<file path="config.mk">
export PLATFORM = sky130hd
export DESIGN_NAME = add_serial
export DESIGN_NICKNAME = d
export VERILOG_FILES = /design/src/rtl/add_serial.sv
export SDC_FILE = /design/constraint.sdc
export NUM_CORES = 1
export LEC_CHECK = 0
export BUFFER_PORTS_ARGS = -buffer_cell sky130_fd_sc_hd__buf_2
export CAP_MARGIN = 10
export CELL_PAD_IN_SITES_DETAIL_PLACEMENT = 0
export CELL_PAD_IN_SITES_GLOBAL_PLACEMENT = 1
export CORE_ASPECT_RATIO = 0.7
export CORE_UTILIZATION = 40
export DETAILED_ROUTE_END_ITERATION = 16
export GPL_TIMING_DRIVEN = 0
export PLACE_DENSITY_LB_ADDON = 0.3
export REMOVE_ABC_BUFFERS = 1
export SYNTH_ARGS = -nofsm -noshare
export SYNTH_HDL_FRONTEND = slang
export SYNTH_SLANG_ARGS = --single-unit
</file>
<file path="constraint.sdc">
create_clock -name clk -period 3.8 [get_ports clk]
set_input_delay 0.57 -clock clk [delete_from_list [all_inputs] [get_ports clk]]
set_output_delay 0.57 -clock clk [all_outputs]
set_load 0.03 [all_outputs]
</file>
<file path="src/rtl/add_serial.sv">
// add_serial: chunk-serial adder, CHUNK bits per clock, WIDTH/CHUNK cycles per operation.
// Optional subtraction (a + ~b + 1) is enabled by defining ADD_SERIAL_SUB_EN.
module add_serial #(
    parameter int unsigned WIDTH = 32,
    parameter int unsigned CHUNK = 8
) (
    input  logic             clk,
    input  logic             reset,
    input  logic             in_valid,
    output logic             in_ready,
    input  logic [WIDTH-1:0] a,
    input  logic [WIDTH-1:0] b,
    input  logic             cin,
`ifdef ADD_SERIAL_SUB_EN
    input  logic             sub,
`endif
    output logic             out_valid,
    input  logic             out_ready,
    output logic [WIDTH-1:0] sum,
    output logic             cout,
    output logic             overflow
);

    localparam int unsigned NCHUNK = WIDTH / CHUNK;
    localparam int unsigned KW     = (NCHUNK > 1) ? $clog2(NCHUNK) : 1;
    localparam int unsigned SW     = (WIDTH > 1) ? $clog2(WIDTH) : 1;
    localparam int unsigned CW1    = CHUNK + 1;

    typedef enum logic [1:0] {
        IDLE = 2'd0,
        RUN  = 2'd1,
        DONE = 2'd2
    } state_t;

    state_t           state_q, state_d;
    logic [WIDTH-1:0] a_q, a_d;
    logic [WIDTH-1:0] b_q, b_d;
    logic             carry_q, carry_d;
    logic [KW-1:0]    k_q, k_d;
    logic [WIDTH-1:0] sum_d;
    logic             cout_d, ovf_d;

    logic             sub_eff;
    logic [SW-1:0]    off;
    logic [CHUNK-1:0] a_ch, b_ch;
    logic [CHUNK:0]   ch_sum;
    logic             msb_cin;

`ifdef ADD_SERIAL_SUB_EN
    assign sub_eff = sub;
`else
    assign sub_eff = 1'b0;
`endif

    // Chunk adder on the slice selected by k; also derives carry into the slice MSB.
    always_comb begin
        off     = SW'(32'(k_q) * CHUNK);
        a_ch    = a_q[off +: CHUNK];
        b_ch    = b_q[off +: CHUNK];
        ch_sum  = CW1'(a_ch) + CW1'(b_ch) + CW1'(carry_q);
        msb_cin = a_ch[CHUNK-1] ^ b_ch[CHUNK-1] ^ ch_sum[CHUNK-1];
    end

    // Next-state and datapath updates.
    always_comb begin
        state_d = state_q;
        a_d     = a_q;
        b_d     = b_q;
        carry_d = carry_q;
        k_d     = k_q;
        sum_d   = sum;
        cout_d  = cout;
        ovf_d   = overflow;
        case (state_q)
            IDLE: begin
                if (in_valid) begin
                    a_d     = a;
                    b_d     = sub_eff ? ~b : b;
                    carry_d = sub_eff ? 1'b1 : cin;
                    k_d     = '0;
                    state_d = RUN;
                end
            end
            RUN: begin
                sum_d[off +: CHUNK] = ch_sum[CHUNK-1:0];
                carry_d             = ch_sum[CHUNK];
                k_d                 = k_q + KW'(1);
                if (k_q == KW'(NCHUNK - 1)) begin
                    k_d     = '0;
                    cout_d  = ch_sum[CHUNK];
                    ovf_d   = msb_cin ^ ch_sum[CHUNK];
                    state_d = DONE;
                end
            end
            DONE: begin
                if (out_ready) begin
                    sum_d   = '0;
                    cout_d  = 1'b0;
                    ovf_d   = 1'b0;
                    state_d = IDLE;
                end
            end
            default: state_d = IDLE;
        endcase
    end

    // State, datapath and registered handshake outputs.
    always_ff @(posedge clk) begin
        if (reset) begin
            state_q   <= IDLE;
            a_q       <= '0;
            b_q       <= '0;
            carry_q   <= 1'b0;
            k_q       <= '0;
            sum       <= '0;
            cout      <= 1'b0;
            overflow  <= 1'b0;
            in_ready  <= 1'b1;
            out_valid <= 1'b0;
        end else begin
            state_q   <= state_d;
            a_q       <= a_d;
            b_q       <= b_d;
            carry_q   <= carry_d;
            k_q       <= k_d;
            sum       <= sum_d;
            cout      <= cout_d;
            overflow  <= ovf_d;
            in_ready  <= (state_d == IDLE);
            out_valid <= (state_d == DONE);
        end
    end

endmodule

</file>
# After elaboration in Yosys (flattened, before gate mapping)

Cells that the tools add are included.

Input bits: 69
ROM bits: 0
Bits in latches: 0
Word-level logic and storage cells: 53
Memories kept: 0
Bits in registers: 105
Output and inout bits: 36
RAM bits: 0

Reduce and logical (&&, ||, !) cells: 8
$add $sub $neg: 4
Multiply operators: 0
Shift-type cells: 4
Order comparisons: 0
Mux-type cells: 17
Divide/modulo/power cells: 0
Equality and inequality tests: 7
Bitwise gates (word level): 3

Operators with widths:

| cell                                                                    | number |
|---|---|
| 32-bit one-hot mux with 2 select lines                                  | 1 |
| 32-bit by 6-bit variable part select with 8-bit output                  | 2 |
| 32-bit bitwise mux                                                      | 1 |
| 32-bit 2-to-1 mux                                                       | 1 |
| 8-bit by 7-bit variable shift with 32-bit output (first input constant) | 1 |
| 8-bit by 7-bit variable part select with 32-bit output                  | 1 |
| 2-bit 2-to-1 mux                                                        | 5 |
| 8-bit by 8-bit adder with 9-bit output                                  | 1 |
| 9-bit by 1-bit adder with 9-bit output                                  | 1 |
| 5-bit negator with 7-bit output                                         | 1 |
| 2-bit equality test (second input constant)                             | 3 |
| 2-bit != test (second input constant)                                   | 3 |
| 1-bit one-hot mux with 2 select lines                                   | 3 |
| 2-bit one-hot mux with 3 select lines                                   | 1 |
| 2-bit AND reduction                                                     | 3 |
| 2-bit logical NOT                                                       | 2 |
| 1-bit 2-to-1 mux                                                        | 4 |
| 2-bit one-hot mux with 2 select lines                                   | 1 |
| 2-bit nonzero test                                                      | 2 |
| 3-bit AND reduction                                                     | 1 |
| 1-bit bitwise XOR                                                       | 3 |
| 2-bit by 1-bit adder with 2-bit output (second input constant)          | 1 |
| 2-bit by 1-bit equality test with 1-bit output (second input constant)  | 1 |

# Longest topological paths before layout

Depth in word-level cells: 7
Mapped depth: 11

# Worst setup path after synthesis

OpenSTA, ideal clock, no wires.

Path kind: register to register
Start: register k_q[0]
End: register sum[12]
Path buffers: 2
Cell stages (with the launch flop): 12
Library setup time: 0.071 ns
Setup slack: 0.832 ns
Arrival time: 2.897 ns
Clock period less this slack: 2.968 ns
Cell sequence: dfxtp_1 buf_2 buf_2 mux4_2 fa_1 inv_1 fa_1 nor2b_1 o21a_1 o21a_1 or3_1 a21oi_1

Cells in the longest elaborated chain, start to end: 6
Elaborated cells between the ends (all ways): 9

Ends and longest elaborated chain:

| what                                                                             | line   | source |
|---|---|---|
| start, declared                                                                  | 39     | `logic [KW-1:0] k_q, k_d;` |
| start signal, assigned                                                           | 125    | `k_q <= k_d;` |
| 32-bit by 6-bit variable part select with 8-bit output, on equally long branches | 58, 59 |  |
| 8-bit by 8-bit adder with 9-bit output                                           | 60     | `ch_sum = CW1'(a_ch) + CW1'(b_ch) + CW1'(carry_q);` |
| 9-bit by 1-bit adder with 9-bit output                                           | 60     |  |
| 8-bit by 7-bit variable part select with 32-bit output                           | 85     | `sum_d[off +: CHUNK] = ch_sum[CHUNK-1:0];` |
| 32-bit bitwise mux (*)                                                           | 85     |  |
| 32-bit one-hot mux with 2 select lines (*)                                       | 74     | `case (state_q)` |
| end signal, assigned                                                             | 126    | `sum <= sum_d;` |
| end, declared                                                                    | 19     | `output logic [WIDTH-1:0] sum,` |

Every way passes the cells marked *; elsewhere a longest branch is shown, timed or not.
A chain may end at the register's enable or synchronous reset.

# Final worst setup path

Start: register k_q[0]
End: register carry_q

Cells in the longest elaborated chain, start to end: 4
Elaborated cells between the ends (all ways): 5

Ends and longest elaborated chain:

| what                                                                             | line   | source |
|---|---|---|
| 32-bit by 6-bit variable part select with 8-bit output, on equally long branches | 58, 59 |  |
| 8-bit by 8-bit adder with 9-bit output (*)                                       | 60     |  |
| 9-bit by 1-bit adder with 9-bit output (*)                                       | 60     |  |
| 1-bit one-hot mux with 2 select lines (*)                                        | 74     |  |
| end signal, assigned                                                             | 124    | `carry_q <= carry_d;` |
| end, declared                                                                    | 38     | `logic carry_q, carry_d;` |

Marks and branches as above.

==> out/metrics.cfg <==
[die]
boundaryPins=105
initial_utilization_pct=41.0
dieArea_mm2=0.0117
die_y_um=90.9
core_area_mm2=0.0110
die_x_um=129
row_count=32

[power]
irDropWorstVdd_mv=0.245
seqPwrFrac_pct=50.2
p_comb_share_pct=12.6
power.leakage_uw=0.00224
power.share.clock_pct=37.2
p_switching_uw=583
power_density_mw_per_mm2=429
p_sw_share_pct=24.8
power.internal_uw=1770

[detailed_routing]
drt-initial-drc-count=179
drc=0
vias=3716
wirelength_um=10700
ant_nets=0
routedWlPerCell_um=14.4
viasPerCell=4.99
drtPass1Iterations=4

[timing]
fin_skew_ps=4.56
tightestPinTransition_ps=820
max-slew-margin-rel_pct=45.3
fin_crit_ps=3360
fmax_mhz=298
maxSlewViolCount=0
grt_setup_unrepaired=no
setup_slack_ps=439
hold_viol_final=0
setup_viol=0
setup_tns_ps=0
post-route-period-util_pct=88.4

[synthesis]
yosysWarningCount=0
synth_ff_type=dfxtp_1
synth_top_area_cell=dfxtp_1
synth_edf_count=0
synth_top_area_share_pct=46.5
synth_top_cells_by_area=dfxtp_1 47%, nand2_1 11%, a21oi_1 8.2%
syn_area_mm2=0.00452
ys_types=52
yosysSeqAreaShare_pct=46.5
async_flop_share_pct=0
syn_area_per_cell_um2=9.04
synth-seq-cells=105
synthCells=500

[critical_path]
critPathTopFamily=flip-flops
path_class=flop to flop
critPathMaxFanout=27
crit_arrival_ps=3590
cp.depth=9
critPathSlowestCell=dfxtp_2
required_ps=4030
worstSetupStartpointType=flop
path_buf_inv=1
critPathMostFrequentCell=fa_1
path_cells=mux4_2, fa_1, inv_1, fa_1, nor2b_1, o31ai_1, a21oi_1, a222oi_1, nor2_1
critPathCaptureType=flop
critPathMaxStageDelay_ps=870
r2r_cells=9

[global_route]
use_met3_pct=5.69
grt_busiest_layer=met2
met1_usage_pct=26.5
antenna_found_initial=0
gr-total-overflow=0
grt_pass1_vias=3585
grt_max_degree=59
grt_usage_pct=19.5
grt_pass1_wl_um=17500
grtUsageMet2_pct=29.6

[cts]
cts_tree=built
h-tree-depth=3
cts_buffer_depth=2
cts_setup_buffers=0
clkLatencyLatePin_ps=340
cts_hold_buf=0
cts_resized=0
cts.sinks=105
cts-root-buf=clkbuf_16
clk_pin_slew_ps=70
cts_buffers=9

[placed_design]
gp_congestion=0.844
portBuffers=104
post-place-ws_ps=110
hpwl_um=7670

[cells_and_area]
final_nets=669
area_delta_synth_final_pct=21.3
regArea_mm2=0.00210
layout_commonest_cell=nand2_1
drive_gt1_share_pct=25.7
multi_input_area_mm2=0.00226
fillers=1125
n_antenna_cell=0
mostFrequentLayoutCells=135 x nand2_1, 104 x dfxtp_1, 103 x buf_2, 74 x a21oi_1, 31 x nor2_1

[run]
max-cap-violations=0

[status]
outcome=finished clean

[worst_hold_path]
min_path_cells=2
hold_path.class=flop to flop

[stage by stage]
stage | cells | hold WS [ps] | cell area, µm² | utilization, % | power, µW
after CTS | 743 | 447 | 5450 | 49.5 | 2380
after detailed placement | 728 | 445 | 5170 | 46.9 | 1500
after floorplan | 468 | 427 | 4380 | - | 1380
after global routing | 744 | 456 | 5480 | 49.8 | 2460
final | 744 | 453 | 5480 | 49.8 | 2350
after global placement | 725 | 440 | 5090 | 46.3 | 1490
[worst register-to-register path: stages, from the launching register on]
cell and delay [ps]:
dfxtp_2 870, mux4_2 620, fa_1 450, inv_1 90, fa_1 210, nor2b_1 70
o31ai_1 290, a21oi_1 220, a222oi_1 350, nor2_1 60
[Yosys cell counts, types with 2 or more instances]
library cell  instances
a32o_1                6
a21oi_2               3
dfxtp_1             105
buf_1                 6
nand2b_1              2
o31ai_1               4
or3_1                 3
xnor2_1               4
xor2_1                4
nor2b_1               2
o21ai_0               3
a22oi_1              16
inv_1                 7
nor2_1               31
fa_1                  2
buf_2                 4
ha_1                 11
a2bb2oi_1             3
o21a_1                3
mux4_2               16
nor3_1                3
clkbuf_1             20
nand2_1             136
nand3_1               5
a21oi_1              74
[worst paths after layout]
kind                                           from                    to  slack [ps]
worst min-delay path            a_q[1]$_SDFFE_PP0P_   a_q[1]$_SDFFE_PP0P_         450
worst max register to register  k_q[0]$_SDFFE_PP0P_  carry_q$_SDFFE_PP0P_         440
worst min register to register  a_q[1]$_SDFFE_PP0P_   a_q[1]$_SDFFE_PP0P_         450
worst max-delay path            k_q[0]$_SDFFE_PP0P_  carry_q$_SDFFE_PP0P_         440
[area by class of cell]
type	instances	share of cell area [%]
Clock inverter	2	0.228
Multi-Input combinational cell	356	41.2
Inverter	7	0.480
Sequential cell	105	38.4
Tap cell	153	3.49
Timing Repair Buffer	108	11.3
Clock buffer	13	4.93
[logic make-up after synthesis]
kind of cell               Yosys count  synth area share, %
and+or+nand+nor                    193                 18.5
AOI/OAI and AO/OA                  125                 17.7
DFF                                105                 46.5
buffers and inverters               39                 3.60
muxes                               17                 8.20
adders and majority gates           13                 3.93
xor gates and xnor gates             8                 1.55
[power by group through the flow]
stage | logic, µW | registers [µW] | clock network (µW)
6_report | 296 | 1180 | 875
5_1_grt | 331 | 1190 | 945
4_1_cts | 296 | 1180 | 901
3_5_place_dp | 295 | 1210 | 0
3_3_place_gp | 282 | 1210 | 0
2_1_floorplan | 171 | 1210 | 0
[layer usage]
metal / routed length [µm] / vias to the layer above / part of all wire, %
met5: 0 / - / 0
li1: - / 1911 / -
met2: 4700 / 84 / 44
met1: 5350 / 1712 / 50
met4: 113 / 0 / 1.1
met3: 575 / 9 / 5.4
[flip-flops by register name, indices dropped and copies added (netlist names)]
| signal | flops |
|---|---|
| in_ready | 1 |
| k_q | 2 |
| overflow | 1 |
| a_q | 32 |
| b_q | 32 |
| cout | 1 |
| state_q | 2 |
| carry_q | 1 |
| sum | 32 |
| out_valid | 1 |
Note: power is estimated with default switching activity, not from simulation.
